===== config.mk =====
export PLATFORM = sky130hd
export DESIGN_NAME = watch_time_datapath
export DESIGN_NICKNAME = d
export VERILOG_FILES = /design/src/rtl/watch_pkg.sv /design/src/rtl/tick_gen.sv /design/src/rtl/watch_time_datapath.sv
export SDC_FILE = /design/constraint.sdc
export NUM_CORES = 1
export LEC_CHECK = 0
export BUFFER_PORTS_ARGS = -buffer_cell sky130_fd_sc_hd__buf_2
export CAP_MARGIN = 15
export CORE_AREA = 2 2 82 65
export CTS_CLUSTER_SIZE = 25
export DETAILED_ROUTE_END_ITERATION = 8
export DIE_AREA = 0 0 84 67
export PLACE_DENSITY_LB_ADDON = 0.12
export SYNTH_ARGS = -nofsm -noshare
export SYNTH_HDL_FRONTEND = slang
export SYNTH_HIERARCHICAL = 1
export SYNTH_SLANG_ARGS = --single-unit

===== constraint.sdc =====
create_clock -name clk -period 7.3 [get_ports clk]
set_input_delay 1.095 -clock clk [delete_from_list [all_inputs] [get_ports clk]]
set_output_delay 1.095 -clock clk [all_outputs]
set_load 0.005 [all_outputs]

===== src/rtl/watch_pkg.sv =====
// Shared definitions for the watch: field widths, field maxima, the packed
// time record and the +/-1-with-wrap step used by every time field.
// The control unit and the display mux import this package as well.
package watch_pkg;

    // Field widths.
    localparam int MSEC_W  = 7;
    localparam int SEC_W   = 6;
    localparam int MIN_W   = 6;
    localparam int HOUR_W  = 5;

    // Widest field. Every field is widened to this width before stepping.
    localparam int FIELD_W = MSEC_W;

    // Field maxima. Each field wraps to zero after reaching its maximum.
    localparam logic [MSEC_W-1:0] MSEC_MAX = 7'd99;
    localparam logic [SEC_W-1:0]  SEC_MAX  = 6'd59;
    localparam logic [MIN_W-1:0]  MIN_MAX  = 6'd59;
    localparam logic [HOUR_W-1:0] HOUR_MAX = 5'd23;

    // Complete time value, most significant field first.
    typedef struct packed {
        logic [HOUR_W-1:0] hour;
        logic [MIN_W-1:0]  min;
        logic [SEC_W-1:0]  sec;
        logic [MSEC_W-1:0] msec;
    } watch_time_t;

    // Steps a field by one, wrapping inside the range 0..max_value.
    // The maximum is compared at full field width. A result at 0 or at the
    // maximum therefore never wraps through the unused upper codes.
    function automatic logic [FIELD_W-1:0] step_wrap(
        input logic [FIELD_W-1:0] value,
        input logic [FIELD_W-1:0] max_value,
        input logic               down
    );
        if (down) begin
            return (value == '0) ? max_value : value - FIELD_W'(1);
        end
        return (value == max_value) ? '0 : value + FIELD_W'(1);
    endfunction

endpackage


===== src/rtl/tick_gen.sv =====
// Clock divider. It produces a one-cycle o_tick every DIV = CLK_FREQ_HZ/TICK_HZ
// running cycles. While i_run is low the count holds its value. i_restart sets
// the count back to zero. DIV must be an integer of 2 or more.
module tick_gen #(
    parameter int CLK_FREQ_HZ = 100_000_000,
    parameter int TICK_HZ     = 100
) (
    input  logic clk,
    input  logic reset,
    input  logic i_run,
    input  logic i_restart,
    output logic o_tick
);

    localparam int DIV   = CLK_FREQ_HZ / TICK_HZ;
    localparam int CNT_W = $clog2(DIV);
    localparam logic [CNT_W-1:0] CNT_LAST = CNT_W'(DIV - 1);

    logic [CNT_W-1:0] r_div_cnt;
    logic             w_at_last;

    assign w_at_last = (r_div_cnt == CNT_LAST);

    // The tick is combinational. It is high during the last running cycle,
    // so the field counters act on the same edge where the divider wraps.
    assign o_tick = i_run && w_at_last;

    // Divider count: restart clears it, running advances and wraps it, stopped holds it.
    always_ff @(posedge clk) begin
        // NOTE: sequential state uses non-blocking assignments only. Other
        // processes then read the value from before the edge, whatever the
        // order the processes are evaluated in.
        if (reset) begin
            r_div_cnt <= '0;
        end else if (i_restart) begin
            r_div_cnt <= '0;
        end else if (i_run) begin
            r_div_cnt <= w_at_last ? '0 : r_div_cnt + CNT_W'(1);
        end
    end

endmodule


===== src/rtl/watch_time_datapath.sv =====
// Watch time-keeping datapath. It keeps a cascaded hh:mm:ss.cc count that
// advances on centisecond ticks. It applies single-field set strobes and
// reloads INIT_HOUR:00:00.00 on clear.
// The order of precedence on each edge is: reset, then clear, then digit
// strobe, then tick.
// Optional feature: define WATCH_HOUR_CHIME_EN to add o_chime. o_chime pulses
// when counting carries the minutes from 59 to 0.
module watch_time_datapath
    import watch_pkg::*;
#(
    parameter int CLK_FREQ_HZ = 100_000_000,
    parameter int TICK_HZ     = 100,
    parameter int INIT_HOUR   = 12
) (
    input  logic              clk,
    input  logic              reset,
    input  logic              i_run_stop,
    input  logic              i_clear,
    input  logic              i_down,
    input  logic              i_hour_digit,
    input  logic              i_min_digit,
    input  logic              i_sec_digit,
    input  logic              i_msec_digit,
    output logic [MSEC_W-1:0] o_msec,
    output logic [SEC_W-1:0]  o_sec,
    output logic [MIN_W-1:0]  o_min,
    output logic [HOUR_W-1:0] o_hour,
    output logic              o_tick
`ifdef WATCH_HOUR_CHIME_EN
    ,
    output logic              o_chime
`endif
);

    localparam watch_time_t INIT_TIME = '{
        hour: HOUR_W'(INIT_HOUR),
        min:  MIN_W'(0),
        sec:  SEC_W'(0),
        msec: MSEC_W'(0)
    };

    watch_time_t r_time;
    watch_time_t w_next;
    logic        w_tick;
    logic        w_any_set;
    logic        w_count_en;

    // Clear also restarts the divider, so the first tick after a clear
    // comes one full period later.
    tick_gen #(
        .CLK_FREQ_HZ (CLK_FREQ_HZ),
        .TICK_HZ     (TICK_HZ)
    ) u_tick_gen (
        .clk       (clk),
        .reset     (reset),
        .i_run     (i_run_stop),
        .i_restart (i_clear),
        .o_tick    (w_tick)
    );

    assign w_any_set  = i_hour_digit | i_min_digit | i_sec_digit | i_msec_digit;

    // A tick counts only when no clear or set strobe claims the edge.
    // Otherwise the tick is dropped, but the divider still wraps.
    assign w_count_en = w_tick && !i_clear && !w_any_set;

    // Next time value. Clear has priority over the strobes, which are tested
    // highest field first, and the tick cascade comes last.
    always_comb begin
        // NOTE: assigning the default before any branch means every path
        // drives w_next, so the block infers no latch.
        w_next = r_time;
        if (i_clear) begin
            w_next = INIT_TIME;
        end else if (i_hour_digit) begin
            w_next.hour = HOUR_W'(step_wrap(FIELD_W'(r_time.hour), FIELD_W'(HOUR_MAX), i_down));
        end else if (i_min_digit) begin
            w_next.min  = MIN_W'(step_wrap(FIELD_W'(r_time.min), FIELD_W'(MIN_MAX), i_down));
        end else if (i_sec_digit) begin
            w_next.sec  = SEC_W'(step_wrap(FIELD_W'(r_time.sec), FIELD_W'(SEC_MAX), i_down));
        end else if (i_msec_digit) begin
            w_next.msec = step_wrap(r_time.msec, MSEC_MAX, i_down);
        end else if (w_tick) begin
            w_next.msec = step_wrap(r_time.msec, MSEC_MAX, 1'b0);
            if (r_time.msec == MSEC_MAX) begin
                w_next.sec = SEC_W'(step_wrap(FIELD_W'(r_time.sec), FIELD_W'(SEC_MAX), 1'b0));
                if (r_time.sec == SEC_MAX) begin
                    w_next.min = MIN_W'(step_wrap(FIELD_W'(r_time.min), FIELD_W'(MIN_MAX), 1'b0));
                    if (r_time.min == MIN_MAX) begin
                        w_next.hour = HOUR_W'(step_wrap(FIELD_W'(r_time.hour), FIELD_W'(HOUR_MAX), 1'b0));
                    end
                end
            end
        end
    end

    // Time register. Reset returns every field to its initial value, so no
    // carry that is in progress survives the reset.
    always_ff @(posedge clk) begin
        if (reset) begin
            r_time <= INIT_TIME;
        end else begin
            r_time <= w_next;
        end
    end

    assign o_hour = r_time.hour;
    assign o_min  = r_time.min;
    assign o_sec  = r_time.sec;
    assign o_msec = r_time.msec;
    assign o_tick = w_tick;

`ifdef WATCH_HOUR_CHIME_EN
    // The chime fires only on a counting carry out of minute 59. A set
    // strobe or a clear can never trigger it.
    assign o_chime = w_count_en
                  && (r_time.msec == MSEC_MAX)
                  && (r_time.sec  == SEC_MAX)
                  && (r_time.min  == MIN_MAX);
`else
    // Without the chime the gated tick only documents the drop rule.
    logic w_unused_count_en;
    assign w_unused_count_en = w_count_en;
`endif

endmodule


==> results.md, run 1 <==
- Final period util: 46.9%
- Adder-cell share of the synthesized area: 5.13%
- Setup violations, final: 0
- Hold path startpoint: u_tick_gen/r_div_cnt[19]
- Max Freq: 292 MHz
- Number of routed nets with antenna violations: 0
- Register bit total from synthesis: 44
- Drt via density: 6.23
- Leakage power: 0.00112 uW
- Starting DRT DRC Count: 175
- Yosys warning count: 6
- Register area share after synthesis: 30.1%
- Syn avg cell area: 7.76 um^2
- Final core utilization: between 60% and 70%
- Reg2reg setup slack: 4270 ps
- GR Overflow Total: 0
- Routed wire per std cell: 14.6 um
- Slowest-stage cell, CP: nor3_1
- Cts repair resizes: 0
- Initial antenna violation count: 0
- Worst vdd ir: 0.116 mV
- Post-CTS setup buffers: 0
- Post-synth top flop: dfxtp_1
- CTS tree: yes
- Post-synthesis simple-gate area fraction: 31.4%
- Clk pin slew, worst setup/hold paths: 80 ps
- Core area: 0.00476 mm^2
- Sequential share of power: 54.1%
- CP cell instances: buf_2 > and3_1 > nand4_1 > nor3_1 > buf_2
- Num CTS Buffers: 5
- Total track usage: about a quarter
- P_int: around 340 uW
- Clock Tree Buf Depth: 2
- Crit path top cell by count: buf_2
- Post-synth cell types: 62
- Vias: approximately 2,900
- Max-cap check violation count: 0
- R2r startpoint: u_tick_gen/r_div_cnt[0]
- Pin count of the biggest net entering global routing: 19
- Chip Width: 84 um
- Total power: around 460 uW
- Slew headroom: 44.3%
- Post-Synthesis Cell Area: ~0.0029 mm^2
- Clock root cell: clkbuf_8
- Drt drc: 0
- Syn_nets: 398
- Crit end category: primary output
- Compound-Gate Fraction of Synth Area: between 20% and 30%
- First-pass GRT wire length: approximately 12,000 um
- Largest family of logic cells by synthesized area: simple AND/OR/NAND/NOR gates
- Final Worst Setup Slack: 3880 ps
- Clk_skew: 5.70 ps
- Port Buffers: 33
- Final GP Congestion: 0.859
- WHS Path Cells: 2
- Io pins: 34
- Period minus WS final: approximately 3400 ps
- Switching Power: around 120 uW
- Hold WC Path Type: register to register
- Clock Power Share: 35.6%
- Initial core utilization: 61.4%
- Async SR Flop Fraction: 0%
- Nets: 420
- DIE AREA: 0.00563 mm^2
- Setup CP Type: input pin to primary output
- Die Height: 67 um
- Clock Latency Late Sink: about 300 ps
- Layout cells sized above 1: 13.3%
- Vias in the first global route: between 2,000 and 3,000
- Mux cell area share after synthesis: roughly 1.1%
- Post-synth EDFFs: 0
- Comb pwr share: 10.4%
- Slew Limit Fails: 0
- Dpl ws: between 3000 and 4000 ps
- Ant. Diodes: 0
- Rows: 22
- H-tree levels: 2
- Setup TNS: 0 ps
- WP data required: about 6200 ps
- Power Density: ~140 mW/mm^2
- Unrepaired setup endpoints after global routing: false
- Post-Synthesis Cells: between 300 and 400
- Xor/xnor share of the synthesized area: approximately 7.2%
- CP max FO: 7
- Reg2reg path depth: 9
- Detailed-route wire length: 6710 um
- DP HPWL: 4880 um
- Worst Setup Start Kind: input pin
- RR Endpoint: o_min[2]
- Slowest stage delay, CP: 430 ps
- 1st-pass router iterations: 5
- Worst Tran Pin Value: 832 ps
- Hold_buf cts: 0
- Status: completed
- Final Hold Viols: 0
- Sw Share: 26.1%
- Clk sinks: 44
- Hold EP: u_tick_gen/r_div_cnt[19]
- Area delta synth->final: 8.77%
- Worst Path Arrival: between 2000 and 2500 ps
state kept, by name, summed over array words and instances, names as in the netlist:
register / flops
o_hour: 5
o_min: 6
o_msec: 7
o_sec: 6
u_tick_gen/r_div_cnt: 20
cells by family (layout without fill, tap and decap cells):
family | after synthesis | in the layout
muxes | 3 | 3
xor gates and xnor gates | 24 | 24
buffers and inverters | 32 | 55
and+or+nand+nor | 170 | 170
adders and majority gates | 12 | 12
DFF | 44 | 44
AOI/OAI and AO/OA | 92 | 92
synthesized netlist by cell type (2+ instances only):
| cell type | n | area [um^2] |
|---|---|---|
| o21ai_1 | 2 | 10.0 |
| and3_1 | 4 | 25.0 |
| o221a_2 | 2 | 22.5 |
| nor4_1 | 9 | 56.3 |
| a311oi_1 | 3 | 26.3 |
| a21o_1 | 2 | 15.0 |
| nor2_1 | 43 | 161 |
| dfxtp_1 | 44 | 881 |
| a211oi_1 | 5 | 37.5 |
| a31oi_1 | 2 | 12.5 |
| inv_1 | 13 | 48.8 |
| nand3b_1 | 2 | 15.0 |
| mux2i_1 | 2 | 20.0 |
| nor3b_1 | 2 | 15.0 |
| nand2b_1 | 2 | 12.5 |
| nand2_1 | 31 | 116 |
| nand4_1 | 10 | 62.6 |
| o22a_1 | 2 | 17.5 |
| a21oi_1 | 26 | 130 |
| buf_4 | 2 | 15.0 |
| and4_1 | 5 | 43.8 |
| o31ai_1 | 4 | 30.0 |
| or3_1 | 6 | 37.5 |
| and2_1 | 3 | 18.8 |
| a211o_1 | 3 | 26.3 |
| or4_1 | 5 | 37.5 |
| nand4_2 | 2 | 25.0 |
| xnor2_1 | 15 | 131 |
| nor2b_1 | 5 | 31.3 |
| ha_1 | 12 | 150 |
| nand3_1 | 16 | 80.1 |
| clkbuf_1 | 11 | 41.3 |
| nor3_1 | 16 | 80.1 |
| o21ai_0 | 24 | 120 |
| xor2_1 | 9 | 78.8 |
| buf_2 | 5 | 25.0 |
| o21a_1 | 3 | 22.5 |
worst max-delay path: cells and delay by family:
family	cells	cell delay (ps)
buffers and inverters	2	350
and+or+nand+nor	3	880
routing by layer:
layer / track usage, % / wire length [um] / vias up
li1: - / - / 1422
met1: 35.4 / 3270 / 1355
met2: 39.7 / 2980 / 80
met3: 4.71 / 379 / 7
met4: 8.67 / 78 / 0
met5: 0 / 0 / -
layout by cell type, fill, tap and decap left out, types with 3 or more instances in the layout:
master and n:
or3_1 6, inv_1 13, nand3_1 16, xor2_1 9, o21ai_0 24, nor4_1 9, nor2b_1 5, buf_2 33
ha_1 12, nand4_1 10, clkbuf_8 6, o21a_1 3, nand2_1 31, a311oi_1 3, o31ai_1 4, nor2_1 43
a211o_1 3, dfxtp_1 44, and2_1 3, a211oi_1 5, and4_1 5, nor3_1 16, a21oi_1 26, or4_1 5
xnor2_1 15, and3_1 4
final cells by class:
type                    count  area (um^2)
clock buffers               7         86.3
well taps                  60         75.1
fillers                   412         1580
flip-flops and latches     44          881
clock inverters             1         7.51
multi-input cells         301         1910
inverters                  13         48.8
repair buffers             34          173
through the flow:
stage | area (um^2) | hold slack (ps) | cells
after global placement | 3090 | 474 | 452
after detailed placement | 3090 | 479 | 452
after global routing | 3180 | 528 | 460
after CTS | 3180 | 495 | 460
after floorplan | 2930 | 451 | 377
final | 3180 | 500 | 460
worst max-delay path by stage:
stage / from / endpoint / slack, ps / cells after the start
after CTS: i_run_stop / o_tick / 3880 / 5
after detailed placement: i_run_stop / o_min[2] / 3670 / 9
after global routing: i_run_stop / o_min[2] / 3700 / 9
after floorplan: i_run_stop / o_hour[3] / 3960 / 9
final: i_run_stop / o_tick / 3880 / 5
after global placement: i_run_stop / o_min[2] / 3790 / 9
power by group through the flow:
stage               clock network, uW  registers, uW  logic, uW
floorplan                           0            251       35.9
global placement                    0            253       46.0
detailed placement                  0            253       46.7
CTS                               167            247       47.0
global route                      176            248       53.1
finish                            162            247       47.3
(Power assumes the default switching activity.)
==> run 2: changes to the inputs <==
Settings changed: ABC_AREA from default to 1, CORE_AREA 2 2 82 65 to 2 2 95 74, DIE_AREA 0 0 84 67 to 0 0 97 76.
Clock period 7.3 ns to 2.83 ns, I/O delays scaled along.
==> run 2 against run 1 <==
Compared with the run above:
- clock skew rose by 7.3 ps
- core utilization fell by 9.6 points
- total power rose to 2.8 times the previous value
- synthesized cell count rose by 45%
- worst hold slack got worse by 43 ps
- final cell count rose by 44%
- combinational power rose to 3.4 times the previous value
- global-route usage fell by 4.2 points
- critical path type is now register to primary output
==> results.md, run 2 <==
- Fin area: 0.00374 mm^2 (+18%)
- WHS Path Cells: 4 (+2)
- Rows: 26 (+18%)
- Die Height: 76 um (+13%)
- Drt drc: 0 (unchanged)
- Number of routed nets with antenna violations: 0 (unchanged)
- Initial antenna violation count: 0 (unchanged)
- 1st-pass router iterations: 5 (unchanged)
- Starting DRT DRC Count: 153 (-13%)
- Period minus WS final: 1960 ps
- Top cells by area, synth: dfxtp_1 26%, nand2_1 15%, nor2_1 9.6%, nand3_1 8.0%, inv_1 7.2%
- First-pass GRT wire length: 13,400 um (+15%)
- Mux cell area share after synthesis: 0.292% (-0.78 points)
- Post-Synthesis Cell Area: 0.00342 mm^2 (+17%)
- Unrepaired setup endpoints after global routing: false
- Detailed-route wire length: 7790 um (+16%)
- Crit end category: primary output
- Routed wire per std cell: 11.7 um (-19%)
- Cts repair resizes: 0 (unchanged)
- Layout cells sized above 1: 14.9% (+1.6 points)
- Vias in the first global route: 2,973 (+18%)
- Worst hold slack: 457 ps (-43.5 ps)
- Num CTS Buffers: 5 (unchanged)
- Worst vdd ir: 0.235 mV (+100%)
- Hold_buf cts: 0 (unchanged)
- Fillers: 648 (+57%)
- Worst Path Arrival: 1530 ps (-800 ps)
- Layout Cells excl Fill: 663 (+44%)
- Max reg flops: 20 (unchanged)
- Worst Setup Start Kind: register
- Syn_nets: 568 (+43%)
- DIE AREA: 0.00737 mm^2 (+31%)
- Adder-cell share of the synthesized area: 4.38% (-0.75 points)
- Status: completed
- Post-synthesis simple-gate area fraction: 44.2% (+13 points)
- Leakage power: 0.00176 uW (+58%)
- Port Buffers: 33 (unchanged)
- Xor/xnor share of the synthesized area: 6.39% (-0.79 points)
- Post-synth cell types: 37 (-40%)
- Post-Synthesis Cells: 547 (+45%)
- H-tree levels: 2 (unchanged)
- Most frequent cells in the layout: 139 x nand2_1, 88 x nor2_1, 66 x inv_1
- Pin count of the biggest net entering global routing: 22 (+3)
- Clock Latency Late Sink: 300 ps (about the same)
- Clk sinks: 44 (unchanged)
- Commonest cells in the synthesized netlist: 139 x nand2_1, 88 x nor2_1, 66 x inv_1, 55 x nand3_1, 44 x dfxtp_1
- CTS tree: yes
- Hold WC Path Type: input pin to register
- Nets: 601 (+43%)
- Setup crit start: u_tick_gen/r_div_cnt[1]
- Final Worst Setup Slack: 872 ps (-3000 ps)
- Synth area leader: dfxtp_1
- Compound-Gate Fraction of Synth Area: 8.99% (-12 points)
- Final GP Congestion: 0.953 (+11%)
- R2r startpoint: u_tick_gen/r_div_cnt[1]
- Post-CTS setup buffers: 0 (unchanged)
- Io pins: 34 (unchanged)
- Power Density: 341 mW/mm^2 (+140%)
- Ant. Diodes: 0 (unchanged)
- Slew Limit Fails: 0 (unchanged)
- Drt via density: 5.14 (-17%)
- Dpl ws: 832 ps (-2840 ps)
- Clock Tree Buf Depth: 2 (unchanged)
- Clk_skew: 13.0 ps (+7.32 ps)
- Clock root cell: clkbuf_8
- Yosys warning count: 6 (unchanged)
- Setup TNS: 0 ps (unchanged)
- GR Overflow Total: 0 (unchanged)
- Max-cap check violation count: 0 (unchanged)
- Area after DPL: 0.00364 mm^2 (+18%)
- CP max FO: 4 (-3)
- Final period util: 69.2%
- Total track usage: 21.2% (-4.2 points)
- # placed instances: 657 (+45%)
- WP data required: 2410 ps (-3790 ps)
- Hold path startpoint: reset
- Top-area cell type share of the netlist area: 25.7% (-4.4 points)
- Max Freq: 511 MHz
- Post-synth EDFFs: 0 (unchanged)
- Worst Tran Pin Value: 374 ps (-458 ps)
- Slew headroom: 75.0% (+31 points)
- Register bit total from synthesis: 44 (unchanged)
- Setup CP Type: register to primary output
- Reg2reg path depth: 12 (+3)
- Most common cell in the netlist: nand2_1
- Vias: 3,407 (+19%)
- Final Hold Viols: 0 (unchanged)
- Setup violations, final: 0 (unchanged)
- Clk pin slew, worst setup/hold paths: 90 ps (about the same)
- Largest family of logic cells by synthesized area: simple AND/OR/NAND/NOR gates
- Reg with most FFs: u_tick_gen/r_div_cnt
- Post-synth top flop: dfxtp_1
- Register area share after synthesis: 25.7% (-4.4 points)
- Syn avg cell area: 6.26 um^2 (-19%)
- Core area: 0.00654 mm^2 (+37%)
- Async SR Flop Fraction: 0% (unchanged)
- Initial core utilization: 52.4% (-9.1 points)
- DP HPWL: 6060 um (+24%)
- Chip Width: 97 um (+15%)
- Commonest non-fill, non-tap cell in the layout: nand2_1
- Area delta synth->final: 9.21%
==> run 2: cell count changes after synthesis, moves of 7 or more <==
cell and change:
a21oi_1 -10, clkbuf_1 -11, inv_1 +53, nand2_1 +108, nand2_2 +9, nand3_1 +39
nor2_1 +45, nor2_2 +7, nor2_4 +8, nor3_1 -13, nor4_1 -9, xnor2_1 -8
xor2_1 +9
==> run 2: per-stage QoR <==
| step | total power, uW | util (%) |
|---|---|---|
| after floorplan | 774 | - |
| after global placement | 817 | 55.7 |
| after detailed placement | 819 | 55.7 |
| after CTS | 1290 | 57.2 |
| after global routing | 1340 | 57.2 |
| final | 1280 | 57.2 |
==> run 2: cells by family after synthesis <==
| kind of cell | after synthesis |
|---|---|
| compound gates | 55 |
| xor+xnor | 25 |
| fa+ha+maj | 12 |
| buf+inv | 82 |
| flops | 44 |
| mux | 1 |
| simple gates | 328 |
==> run 2: path summary, 6_finish.rpt <==
check | end | slack, ps
setup / recovery | o_tick | 870
hold / removal | u_tick_gen/r_div_cnt[2] | 460
setup reg to reg | o_hour[1] | 880
hold reg to reg | u_tick_gen/r_div_cnt[0] | 490
==> run 2: cell type report <==
cell class / count / area (um^2) / area share (%)
multi-input combinational: 421 / 2200 / 58.9
inverter: 74 / 280 / 7.49
sequential: 44 / 881 / 23.6
clock buffer: 5 / 68.8 / 1.84
timing repair buffer: 34 / 173 / 4.62
tap: 84 / 105 / 2.81
clock inverter: 1 / 30.0 / 0.803
==> run 2: worst max-delay path: stages (launching register included) <==
cell and delay, ps:
dfxtp_1 360, ha_1 220, nand3_1 120, nor2_1 160, nand3_2 120, inv_1 120
buf_2 140
==> run 2: routing by layer <==
layer  part of all wire (%)  up-vias  GRT usage (%)
met3                    4.3        2           3.76
li1                       -     1781              -
met5                      0        -              0
met4                   0.27        0           3.94
met2                     42       69           32.4
met1                     54     1555           31.7
==> run 2: power breakdown <==
part           total, uW  switching, uW  internal, uW  leakage, uW
logic                163            105          58.0      0.00135
registers            642           15.1           627     0.000356
clock network        471            217           254    0.0000501
total               1280            337           939      0.00176
==> run 3: changes to the inputs <==
Settings changed: CORE_AREA 2 2 95 74 to 2 2 91 71, DIE_AREA 0 0 97 76 to 0 0 93 73.
Clock period 2.83 ns to 1.95 ns, I/O delays scaled along.
==> run 3 against run 2 <==
Compared with the run above:
- core utilization up 6.0 points
- highest routed layer unchanged
- total power up 35%
- worst hold slack worse by 110 ps
- clock power up 17%
- largest cell class unchanged
- final area up 1.4%
- final cell count up 0.90%
==> results.md, run 3 (synthesized netlist as in run 2, its figures left out) <==
- Commonest non-fill, non-tap cell in the layout: nand2_1
- Slew headroom: 72.0% (-3.0 points)
- # placed instances: 659 (+0.30%)
- Rows: 25 (-3.8%)
- Pin count of the biggest net entering global routing: 22 (unchanged)
- Area delta synth->final: 10.7%
- Delay-heaviest family, CP: simple AND/OR/NAND/NOR gates
- DIE AREA: 0.00679 mm^2 (-7.9%)
- Final GP Congestion: 0.948 (-0.46%)
- Hold WC Path Type: input pin to register
- Crit end category: register
- Max reg flops: 20 (unchanged)
- Layout Cells excl Fill: 669 (+0.90%)
- Worst vdd ir: 0.304 mV (+29%)
- CP cell instances: ha_2 > nand3_1 > nor2_2 > nand3_2 > inv_2 > nand2_2 > nor2_4 > nand3_4 > nand2_4 > nand2_1 > nand2_1 > nor2_1
- Unrepaired setup endpoints after global routing: false
- Detailed-route wire length: 7930 um (+1.8%)
- Total track usage: 24.1% (+2.8 points)
- WP data required: 2140 ps (-270 ps)
- CTS tree: yes
- Initial antenna violation count: 0 (unchanged)
- Initial core utilization: 57.0% (+4.6 points)
- Num CTS Buffers: 5 (unchanged)
- Core area: 0.00601 mm^2 (-8.2%)
- Clock root cell: clkbuf_8
- Period minus WS final: 1800 ps
- Drt via density: 5.20 (+1.1%)
- Clk sinks: 44 (unchanged)
- Setup violations, final: 0 (unchanged)
- H-tree levels: 2 (unchanged)
- Leakage power: 0.00178 uW (+1.3%)
- Ant. Diodes: 0 (unchanged)
- Clock Tree Buf Depth: 2 (unchanged)
- Slowest-stage cell, CP: dfxtp_2
- Reg with most FFs: u_tick_gen/r_div_cnt
- GR Overflow Total: 0 (unchanged)
- Layout cells sized above 1: 17.3% (+2.5 points)
- Crit path top cell by count: nand2_1
- CP max FO: 6 (+2)
- Drt drc: 0 (unchanged)
- Number of routed nets with antenna violations: 0 (unchanged)
- Final Hold Viols: 0 (unchanged)
- Total power: 1730 uW (+35%)
- Clk_skew: 6.54 ps (-6.47 ps)
- Status: completed
- Most frequent cells in the layout: 137 x nand2_1, 86 x nor2_1, 65 x inv_1
- Vias: 3,476 (+2.0%)
- Buf/Inv on CP: 1 (-1)
- Setup CP Type: register to register
- Starting DRT DRC Count: 140 (-8.5%)
- Max Freq: approximately 550 MHz
- Routed wire per std cell: 11.8 um (+0.86%)
- Clock Latency Late Sink: 300 ps (about the same)
- Slew Limit Fails: 0 (unchanged)
- Power Density: 456 mW/mm^2 (+34%)
- Worst hold slack: 342 ps (-115 ps)
- Port Buffers: 33 (unchanged)
- Worst Path Arrival: 2000 ps (+470 ps)
- Max-cap check violation count: 0 (unchanged)
- Clk pin slew, worst setup/hold paths: 80 ps (about the same)
- Chip Width: 93 um (-4.1%)
- Vias in the first global route: 2,947 (-0.87%)
- 1st-pass router iterations: 5 (unchanged)
- Io pins: 34 (unchanged)
- Worst Setup Start Kind: register
- Worst Tran Pin Value: 419 ps (+45.0 ps)
- Slowest stage delay, CP: 350 ps (about the same)
- Final period util: slightly above 90%
- First-pass GRT wire length: 13,200 um (-1.2%)
- Setup TNS: 0 ps (unchanged)
- Nets: 609 (+1.3%)
- Die Height: 73 um (-3.9%)
- DP HPWL: 6060 um (about the same)
## run 3: changes by cell type in the layout (fill, tap and decap cells not counted), moves of 2 or more
cell	previous run	this run
buf_4	1	8
dfxtp_1	44	42
dfxtp_2	0	2
nand2_1	139	137
nand2_2	9	11
nor2_1	88	86
## run 3: what timing repair did
item | in CTS | in global routing
gates resized for setup | 0 | 9
buffers inserted | 0 | 2
endpoints found under the setup margin | 0 | 25
hold buffers | 0 | 0
## run 3: path summary, 6_finish.rpt
kind,startpoint,endpoint,slack (ps),cells after the start
setup / recovery,u_tick_gen/r_div_cnt[0],o_hour[0],150,12
hold / removal,reset,u_tick_gen/r_div_cnt[2],340,4
setup reg to reg,u_tick_gen/r_div_cnt[0],o_hour[0],150,12
hold reg to reg,u_tick_gen/r_div_cnt[0],u_tick_gen/r_div_cnt[0],480,2
## run 3: where the power goes
part | switching, uW | total, uW | internal, uW
sequential | 21.3 | 932 | 911
combinational | 157 | 245 | 87.6
clock | 308 | 552 | 244
total | 486 | 1730 | 1240
## run 3: stage by stage
| stage | instance area (um^2) | setup slack [ps] | util (%) |
|---|---|---|---|
| detailed placement | 3670 | 21.9 | 61.2 |
| floorplan | 3420 | 214 | - |
| CTS | 3750 | 1.39 | 62.5 |
| global route | 3790 | 4.80 | 63.1 |
| finish | 3790 | 146 | 63.1 |
| global placement | 3670 | 100 | 61.2 |
## run 3: metal layers
| metal | vias to the layer above | share of wire (%) | global-route usage [%] | wire length (um) |
|---|---|---|---|---|
| met5 | - | 0 | 0 | 0 |
| met4 | 0 | 0.87 | 5.23 | 69 |
| met3 | 9 | 5.7 | 3.72 | 454 |
| met2 | 99 | 41 | 36.6 | 3290 |
| li1 | 1800 | - | - | - |
| met1 | 1568 | 52 | 36.1 | 4120 |
## run 3: cell type report
type / count / area, um^2
fill: 611 / 2210
timing repair buffer: 41 / 225
tap: 81 / 101
sequential: 44 / 883
clock inverter: 1 / 5.00
multi-input combinational: 421 / 2220
timing repair inverter: 1 / 5.00
inverter: 74 / 280
clock buffer: 6 / 72.6
## run 3: worst reg2reg max path, cell delays in order (launching register included)
cell,delay [ps]
dfxtp_2,350
ha_2,200
nand3_1,130
nor2_2,150
nand3_2,120
inv_2,110
nand2_2,110
nor2_4,150
nand3_4,130
nand2_4,110
nand2_1,70
nand2_1,60
nor2_1,30
